## config.mk

```make
export PLATFORM = sky130hd
export DESIGN_NAME = mvm_row_sequencer_flat
export DESIGN_NICKNAME = d
export VERILOG_FILES = /design/src/rtl/mvm_row_sequencer_if.sv /design/src/rtl/mvm_row_sequencer.sv /design/src/flat_wrapper.sv
export SDC_FILE = /design/constraint.sdc
export NUM_CORES = 1
export LEC_CHECK = 0
export ABC_AREA = 1
export CORE_AREA = 3 3 125 127
export CTS_BUF_LIST = sky130_fd_sc_hd__clkbuf_16
export DETAILED_ROUTE_END_ITERATION = 8
export DIE_AREA = 0 0 128 130
export GPL_ROUTABILITY_DRIVEN = 0
export HOLD_SLACK_MARGIN = 0.03
export PLACE_DENSITY = 0.76
export SETUP_SLACK_MARGIN = 0.5
export SLEW_MARGIN = 20
export SYNTH_ARGS = -nofsm -noshare
export SYNTH_HDL_FRONTEND = slang
export SYNTH_SLANG_ARGS = --single-unit
```

## constraint.sdc

```tcl
create_clock -name CLOCK_50 -period 2.1 [get_ports CLOCK_50]
set_input_delay 0.525 -clock CLOCK_50 [delete_from_list [all_inputs] [get_ports CLOCK_50]]
set_output_delay 0.525 -clock CLOCK_50 [all_outputs]
set_load 0.05 [all_outputs]
```

## src/rtl/mvm_row_sequencer_if.sv

```systemverilog
// Stream and MVM bus bundle for mvm_row_sequencer: beat input, packed MVM buses,
// MVM result return and the row-result output stream.
interface mvm_row_sequencer_if #(
  parameter int N = 8,
  parameter int S = 8
);
  logic           in_valid;
  logic           in_ready;
  logic [N-1:0]   in_w;
  logic [N-1:0]   in_u;
  logic           in_last;
  logic [S*N-1:0] mvm_w;
  logic [S*N-1:0] mvm_u;
  logic [N-1:0]   mvm_v;
  logic           out_valid;
  logic           out_ready;
  logic [N-1:0]   out_v;
  logic           out_sat;

  modport slave (
    input  in_valid, in_w, in_u, in_last, mvm_v, out_ready,
    output in_ready, mvm_w, mvm_u, out_valid, out_v, out_sat
  );

  modport master (
    output in_valid, in_w, in_u, in_last, mvm_v, out_ready,
    input  in_ready, mvm_w, mvm_u, out_valid, out_v, out_sat
  );
endinterface

```

## src/rtl/mvm_row_sequencer.sv

```systemverilog
// Packs S-element chunks of a matrix row for the MVM, waits out its latency and
// saturating-accumulates the chunk results into one row result.
//
// state    | meaning
// ST_FILL  | accepting beats into the chunk buffers
// ST_WAIT  | buffers frozen while the MVM settles
// ST_ACCUM | fold the MVM result into the row accumulator
// ST_OUT   | row result offered on the output stream
module mvm_row_sequencer #(
  parameter int N       = 8,
  parameter int S       = 8,
  parameter int MVM_LAT = 1
) (
  input logic                CLOCK_50,
  input logic                reset_n,
  mvm_row_sequencer_if.slave bus
);
  localparam int IW = (S > 1) ? $clog2(S) : 1;
  localparam int CW = (MVM_LAT > 1) ? $clog2(MVM_LAT) : 1;
  localparam logic [IW-1:0] IDX_LAST = IW'(S - 1);
  localparam logic [CW-1:0] LAT_TC   = CW'(MVM_LAT - 1);

  typedef enum logic [1:0] {ST_FILL, ST_WAIT, ST_ACCUM, ST_OUT} state_t;

  state_t         r_state;
  logic [IW-1:0]  r_idx;
  logic [S*N-1:0] r_wbuf;
  logic [S*N-1:0] r_ubuf;
  logic [N-1:0]   r_acc;
  logic           r_sat;
  logic           r_last_seen;
  logic [CW-1:0]  r_lat_cnt;
  logic           r_in_ready;
  logic           r_out_valid;

  logic           w_hs;
  logic           w_chunk_end;
  logic [N:0]     w_sum;

  assign w_hs        = bus.in_valid && r_in_ready;
  assign w_chunk_end = (r_idx == IDX_LAST) || bus.in_last;
  assign w_sum       = {1'b0, r_acc} + {1'b0, bus.mvm_v};

  always_ff @(posedge CLOCK_50) begin
    if (!reset_n) begin
      r_state     <= ST_FILL;
      r_idx       <= '0;
      r_wbuf      <= '0;
      r_ubuf      <= '0;
      r_acc       <= '0;
      r_sat       <= 1'b0;
      r_last_seen <= 1'b0;
      r_lat_cnt   <= '0;
      r_in_ready  <= 1'b0;
      r_out_valid <= 1'b0;
    end else begin
      case (r_state)
        ST_FILL: begin
          r_in_ready <= 1'b1;
          if (w_hs) begin
            r_wbuf[int'(r_idx)*N +: N] <= bus.in_w;
            r_ubuf[int'(r_idx)*N +: N] <= bus.in_u;
            r_idx       <= r_idx + 1'b1;
            r_last_seen <= bus.in_last;
            if (w_chunk_end) begin
              r_state    <= ST_WAIT;
              r_lat_cnt  <= '0;
              r_in_ready <= 1'b0;
            end
          end
        end
        ST_WAIT: begin
          if (r_lat_cnt == LAT_TC) r_state <= ST_ACCUM;
          else r_lat_cnt <= r_lat_cnt + 1'b1;
        end
        ST_ACCUM: begin
          // a carry out of the N-bit sum clips the row result and marks it
          if (w_sum[N]) begin
            r_acc <= '1;
            r_sat <= 1'b1;
          end else begin
            r_acc <= w_sum[N-1:0];
          end
          if (r_last_seen) begin
            r_state     <= ST_OUT;
            r_out_valid <= 1'b1;
          end else begin
            r_state    <= ST_FILL;
            r_idx      <= '0;
            r_wbuf     <= '0;
            r_ubuf     <= '0;
            r_in_ready <= 1'b1;
          end
        end
        ST_OUT: begin
          if (bus.out_ready) begin
            r_state     <= ST_FILL;
            r_out_valid <= 1'b0;
            r_acc       <= '0;
            r_sat       <= 1'b0;
            r_idx       <= '0;
            r_wbuf      <= '0;
            r_ubuf      <= '0;
            r_last_seen <= 1'b0;
            r_in_ready  <= 1'b1;
          end
        end
        default: r_state <= ST_FILL;
      endcase
    end
  end

  assign bus.in_ready  = r_in_ready;
  assign bus.mvm_w     = r_wbuf;
  assign bus.mvm_u     = r_ubuf;
  assign bus.out_valid = r_out_valid;
  assign bus.out_v     = r_acc;
  assign bus.out_sat   = r_sat;
endmodule

```

## src/flat_wrapper.sv

```systemverilog
// flat-port wrapper written by rule: the top's interface ports become plain ports
module mvm_row_sequencer_flat 
#(
  parameter int N       = 8,
  parameter int S       = 8,
  parameter int MVM_LAT = 1
)
  (CLOCK_50, reset_n, bus_in_valid, bus_in_w, bus_in_u, bus_in_last, bus_mvm_v, bus_out_ready, bus_in_ready, bus_mvm_w, bus_mvm_u, bus_out_valid, bus_out_v, bus_out_sat);
  mvm_row_sequencer_if #(.N(N), .S(S)) bus_i ();
  input logic CLOCK_50;
  input logic reset_n;
  input wire logic [$bits(bus_i.in_valid)-1:0] bus_in_valid;
  input wire logic [$bits(bus_i.in_w)-1:0] bus_in_w;
  input wire logic [$bits(bus_i.in_u)-1:0] bus_in_u;
  input wire logic [$bits(bus_i.in_last)-1:0] bus_in_last;
  input wire logic [$bits(bus_i.mvm_v)-1:0] bus_mvm_v;
  input wire logic [$bits(bus_i.out_ready)-1:0] bus_out_ready;
  output wire logic [$bits(bus_i.in_ready)-1:0] bus_in_ready;
  output wire logic [$bits(bus_i.mvm_w)-1:0] bus_mvm_w;
  output wire logic [$bits(bus_i.mvm_u)-1:0] bus_mvm_u;
  output wire logic [$bits(bus_i.out_valid)-1:0] bus_out_valid;
  output wire logic [$bits(bus_i.out_v)-1:0] bus_out_v;
  output wire logic [$bits(bus_i.out_sat)-1:0] bus_out_sat;
  assign bus_i.in_valid = bus_in_valid;
  assign bus_i.in_w = bus_in_w;
  assign bus_i.in_u = bus_in_u;
  assign bus_i.in_last = bus_in_last;
  assign bus_i.mvm_v = bus_mvm_v;
  assign bus_i.out_ready = bus_out_ready;
  assign bus_in_ready = bus_i.in_ready;
  assign bus_mvm_w = bus_i.mvm_w;
  assign bus_mvm_u = bus_i.mvm_u;
  assign bus_out_valid = bus_i.out_valid;
  assign bus_out_v = bus_i.out_v;
  assign bus_out_sat = bus_i.out_sat;
  mvm_row_sequencer #(.N(N), .S(S), .MVM_LAT(MVM_LAT)) u_core (.CLOCK_50(CLOCK_50), .reset_n(reset_n), .bus(bus_i));
endmodule
```

# Word level (Yosys, flattened, before mapping)
# Cells that the tools add are included.
[classes]
reduce_logical = 15
n_addsub = 4
eq_ne = 11
shifts = 3
muxes = 37
[op_table]
columns = ["cell", "count"]
rows = [
  ["$pmux 64 s3", 2],
  ["$mux 64", 4],
  ["$bwmux 64", 2],
  ["$shiftx 8x33->64", 2],
  ["$shift 8x33->64 const A", 1],
  ["$neg 6->33", 1],
  ["$mux 8", 2],
  ["$pmux 8 s2", 1],
  ["$reduce_and 3->1", 5],
  ["$mux 1", 11],
  ["$mux 2", 5],
  ["$add 8x8->9", 1],
  ["$mux 3", 3],
  ["$pmux 3 s3", 1],
  ["$ne 2x1->1 const B", 4],
  ["$pmux 1 s2", 4],
  ["$pmux 2 s4", 1],
  ["$reduce_and 4->1", 2],
  ["$ne 2x2->1 const B", 3],
  ["$reduce_bool 2->1", 3],
  ["$eq 2x2->1 const B", 2],
  ["$add 3x1->3 const B", 1],
  ["$eq 3x3->1 const B", 1],
  ["$pmux 1 s3", 1],
  ["7 further kinds", 7],
]
[word_totals]
output_inout_bits = 139
input_bits = 29
elab_cells = 80
reg_bits = 146

# Depth between registers and ports, before layout
# Gate-level depths: netlist (run 1).
[depth]
depth_word = 5
ltp_mapped = 11
mapped_depth_nobuf = 11

# Worst setup path before layout (run 1)
# No wires, ideal clock.
[synth_timing]
kind = "register to register"
start = "reg u_core.r_idx[0]"
end = "reg u_core.r_wbuf[25] (netlist: u_core.bus.mvm_w[25])"
path_buffers = 2
required_time_ns = 2.030
stages_incl_launch_ff = 10
arrival_time_ns = 2.213
period_less_slack_ns = 2.283
slack_ns = -0.183
setup_time_ns = 0.070
cell_sequence = "dfxtp_1 > inv_1 > ha_1 > ha_1 > clkbuf_1 > nand2_1 > nor2_1 > clkbuf_1 > nand4_1 > a21oi_1"
[synth_via]
elab_chain_len = 5
elab_cells_between_ends = 6
cone_classes = "add/sub (1); shift (2); mux (3)"
[synth_rtl]
columns = ["element", "line", "source"]
rows = [
  ["start: declaration", "mvm_row_sequencer.sv:26", "logic [IW-1:0] r_idx;"],
  ["start signal: assignment", "mvm_row_sequencer.sv:63", "r_idx <= r_idx + 1'b1;"],
  ["$neg 6->33 *", "mvm_row_sequencer.sv:61", "r_wbuf[int'(r_idx)*N +: N] <= bus.in_w;"],
  ["$shiftx 8x33->64 / $shift 8x33->64 (equally long branches)", "mvm_row_sequencer.sv:61", ""],
  ["$bwmux 64 *", "mvm_row_sequencer.sv:61", ""],
  ["$mux 64 *", "mvm_row_sequencer.sv:60", "if (w_hs) begin"],
  ["$pmux 64 s3 *", "mvm_row_sequencer.sv:57", "case (r_state)"],
  ["end signal: indexed assignment", "mvm_row_sequencer.sv:61", ""],
  ["end: declaration", "mvm_row_sequencer.sv:27", "logic [S*N-1:0] r_wbuf;"],
]
# Every way passes the cells marked *; elsewhere a longest branch is shown, timed or not. The select of a mux whose other input is x is not followed.
# A chain may end at the register's enable or synchronous reset.

# Worst setup path after layout (run 1)
[layout_timing]
start = "reg u_core.r_idx[0]"
end = "reg u_core.r_ubuf[34] (netlist: u_core.bus.mvm_u[34])"
[layout_via]
elab_chain_len = 5
elab_cells_between_ends = 6
cone_classes = "add/sub (1); shift (2); mux (3)"
[layout_rtl]
columns = ["element", "line", "source"]
rows = [
  ["$neg 6->33 *", "mvm_row_sequencer.sv:62", "r_ubuf[int'(r_idx)*N +: N] <= bus.in_u;"],
  ["$shiftx 8x33->64 / $shift 8x33->64 (equally long branches)", "mvm_row_sequencer.sv:62", ""],
  ["$bwmux 64 *", "mvm_row_sequencer.sv:62", ""],
  ["$mux 64 *", "mvm_row_sequencer.sv:60", ""],
  ["$pmux 64 s3 *", "mvm_row_sequencer.sv:57", ""],
  ["end signal: indexed assignment", "mvm_row_sequencer.sv:62", ""],
  ["end: declaration", "mvm_row_sequencer.sv:28", "logic [S*N-1:0] r_ubuf;"],
]
# Marked as above.

==> results of run 1 <==
-- repair_timing --
| item | in CTS | in global routing |
|---|---|---|
| hold buffers | 0 | 0 |
| hold endpoints to repair | 0 | 0 |
| buffers inserted | 18 | 23 |
| cloned | 2 | 17 |
| gates resized for setup | 576 | 224 |
| pin swaps | 16 | 83 |
| setup endpoints to repair | 247 | 157 |
-- sequential cells by signal, summed over array words and instances (netlist names) --
signal,cells
u_core.r_idx,3
u_core.bus.in_ready,1
u_core.bus.out_v,8
u_core.bus.mvm_w,64
u_core.bus.out_sat,1
u_core.r_last_seen,1
u_core.bus.mvm_u,64
u_core.bus.out_valid,1
u_core.r_state,2
-- Yosys cell counts --
| library cell | n |
|---|---|
| nand2_1 | 213 |
| a21oi_1 | 157 |
| dfxtp_1 | 145 |
| nand4_1 | 97 |
| nor2_1 | 58 |
| inv_1 | 51 |
| clkbuf_1 | 41 |
| nand3_1 | 37 |
| buf_2 | 20 |
| ha_1 | 15 |
| nor3_1 | 10 |
| o21ai_0 | 7 |
| nor3_2 | 4 |
| o21ai_1 | 4 |
| o21ai_2 | 4 |
| a22oi_1 | 3 |
| buf_4 | 2 |
| inv_2 | 2 |
| a211oi_1 | 1 |
| a21boi_0 | 1 |
| buf_1 | 1 |
| clkinv_1 | 1 |
| fa_1 | 1 |
| nand3b_1 | 1 |
| nor2_2 | 1 |
| nor2_4 | 1 |
| or2_2 | 1 |
-- stage by stage --
| step | TNS [ns] | hold slack (ns) |
|---|---|---|
| finish | 0 | 0.4559 |
| floorplan | 0 | 0.4497 |
| global route | 0 | 0.4703 |
| CTS | 0 | 0.4591 |
| detailed placement | -3.505 | 0.4530 |
| global placement | -2.671 | 0.4494 |
-- power by group --
part	total [mW]	internal (mW)	switching [mW]
Sequential	2.86	2.81	0.0502
Clock	3.02	1.84	1.18
Combinational	2.35	0.908	1.44
Total	8.23	5.55	2.67
-- cell families (layout without fill, tap and decap cells) --
family | Yosys count | after routing
AOI/OAI and AO/OA | 177 | 177
adders and majority gates | 16 | 16
buffers and inverters | 118 | 352
DFF | 145 | 145
and+or+nand+nor | 423 | 423
-- worst max-delay path, delay by kind of cell (launching register included) --
kind	cells	cell delay [ns]
AND/OR/NAND/NOR	6	0.79
flip-flops	1	0.38
adder cells (fa/ha/maj)	2	0.34
buffers and inverters	3	0.30
-- layout make-up --
type / instances / area share [%]
tap: 184 / 2.214
clock inverter: 15 / 1.456
sequential: 145 / 28.11
inverter: 54 / 2.190
timing repair buffer: 266 / 23.99
multi-input combinational: 616 / 37.95
clock buffer: 17 / 4.092
-- worst paths after layout --
check / startpoint / to / slack, ns
hold / removal: u_core.bus.mvm_u[29] / u_core.bus.mvm_u[29] / 0.46
setup reg to reg: u_core.r_idx[0] / u_core.bus.mvm_u[34] / 0.20
setup / recovery: u_core.r_idx[0] / u_core.bus.mvm_u[34] / 0.20
hold reg to reg: u_core.bus.mvm_u[29] / u_core.bus.mvm_u[29] / 0.46
-- layer usage --
| metal | vias to the layer above | part of all wire [%] |
|---|---|---|
| li1 | 3452 | - |
| met5 | - | 0 |
| met1 | 3564 | 39 |
| met4 | 0 | 5.8 |
| met2 | 526 | 47 |
| met3 | 133 | 8.7 |
==> impl_metrics.yaml, run 1 <==
synthesis:
  ys_ff_latch: 145
  ys_types: 27
  synthSimpleGateAreaFrac_pct: 30.03
  synthCells: 879
  synthMuxAreaShare_pct: 0
  netlist_area_mm2: 0.006430
  yosysWarnings: 0
  synth_fa_ha_area_share_pct: 3.230
  yosysSeqAreaShare_pct: 45.14
  synth_top_family_by_area: "simple AND/OR/NAND/NOR gates"
  ys_top_cells_by_area: "dfxtp_1, nand2_1, a21oi_1, nand4_1, nor2_1"
  yosys.area.top_type_share_pct: 45.14
  syn_area_per_cell_um2: 7.315
  synth_compound_area_share_pct: 14.21
  synth-xor-area-share_pct: 0
  yosys.area.top_type: "dfxtp_1"
  syn_nets: 924
global_route:
  use_met3_pct: 4.052
  grt_overflow: 0
  grtUsageMet1_pct: 33.70
  grt_usage_pct: 24.84
  top_usage_layer: "met2"
  grt_pass1_wl_um: 33190
  grt_max_degree: 66
  antenna_found_initial: 0
  gr-usage-met2_pct: 38.72
  grt_pass1_vias: 6440
floorplanning:
  chipHeight_um: 130
  rows: 44
  initial_core_util_pct: 44.24
  core-area_mm2: 0.01453
  die-area_mm2: 0.01664
  die_x_um: 128
  io_pins: 168
critical_path:
  path_class: "reg2reg"
  cp.arrival_ns: 2.25
  cp_slowest_cell: "dfxtp_4"
  r2r_cells: 11
  path_cells: "inv_4 > ha_4 > ha_4 > clkinv_4 > buf_4 > nand2_1 > nor2_1 > nand2_1 > nand3_1 > nand2_1 > nor2_1"
  critical_path_required_ns: 2.46
  cpPeakStageDelay_ns: 0.38
  crit_path_end_kind: "flop"
  critPathLaunchType: "flop"
  path_max_fanout: 12
  cp_common_cell: "nand2_1"
timing:
  setup_violations: 0
  rsz0062_at_grt: "true"
  fin_worst_skew_ns: 0.007986
  timing.final.crit_share_pct: 90.25
  fin_crit_ns: 1.895
  fmax_mhz: 527.7
  slew_headroom_pct: 73.90
  slew_violations: 0
  worst_pin_slew_ns: 0.3900
  setup_slack_ns: 0.2049
  hold_violations: 0
clocking:
  clockRootBuffer: "clkbuf_16"
  clk_latency_ns: 0.42
  clk_pin_slew_worst_paths_ns: 0.06
  tritoncts.num_buffers: 17
  clockBufferDepth: 2
  clkSinkCount: 145
  cts-htree-levels: 4
  cts_tree: "yes"
power_and_ir_drop:
  vdd_drop_max_mv: 0.4724
  power_density_mw_per_mm2: 791.3
  p_leak_nw: 4.310
  power.total_mw: 8.226
drt:
  drt_wl_total_um: 25970
  wl_per_cell_um: 20.03
  dr.pass1.iters: 6
  final_antenna_net_count: 0
  vias_per_cell: 5.918
  via_count: 7675
  drc: 0
  drt-initial-drc-count: 828
placed_design:
  dp.cells: 1205
  dpl_worst_slack_ns: -0.2173
  hpwlAfterDp_um: 14020
  placed_cell_area_mm2: 0.008628
  io_buffers: 167
layout:
  multi_input_area_mm2: 0.003945
  layout_commonest_cell: "nand2_1"
  finalCoreUtilization_pct: 71.53
  design_area_mm2: 0.01040
  areaGrowthSynthToFinish_pct: 61.68
  fin_cells: 1297
  fillerInstances: 1083
  seqCellArea_mm2: 0.002923
  n_antenna_cell: 0
  drive_above_1_share_pct: 39.35
  fin_nets: 1145
  final_cell_mix: "nand2_1, dfxtp_1, a21oi_1"
run_status:
  status: "finished clean"
run:
  cap_violations: 0
hold_path:
  hp-class: "reg2reg"
  hold_depth: 2
(Power assumes the default switching activity.)
==> inputs of run 2 (changes only) <==
--- a/config.mk
+++ b/config.mk
@@ -8,6 +8,7 @@
 export ABC_AREA = 1
 export CORE_AREA = 3 3 125 127
 export CTS_BUF_LIST = sky130_fd_sc_hd__clkbuf_16
+export CTS_CLUSTER_SIZE = 8
 export DETAILED_ROUTE_END_ITERATION = 8
 export DIE_AREA = 0 0 128 130
 export GPL_ROUTABILITY_DRIVEN = 0
==> results of run 2 <==
Final layout, timing and power as in run 1 (identical DEF).
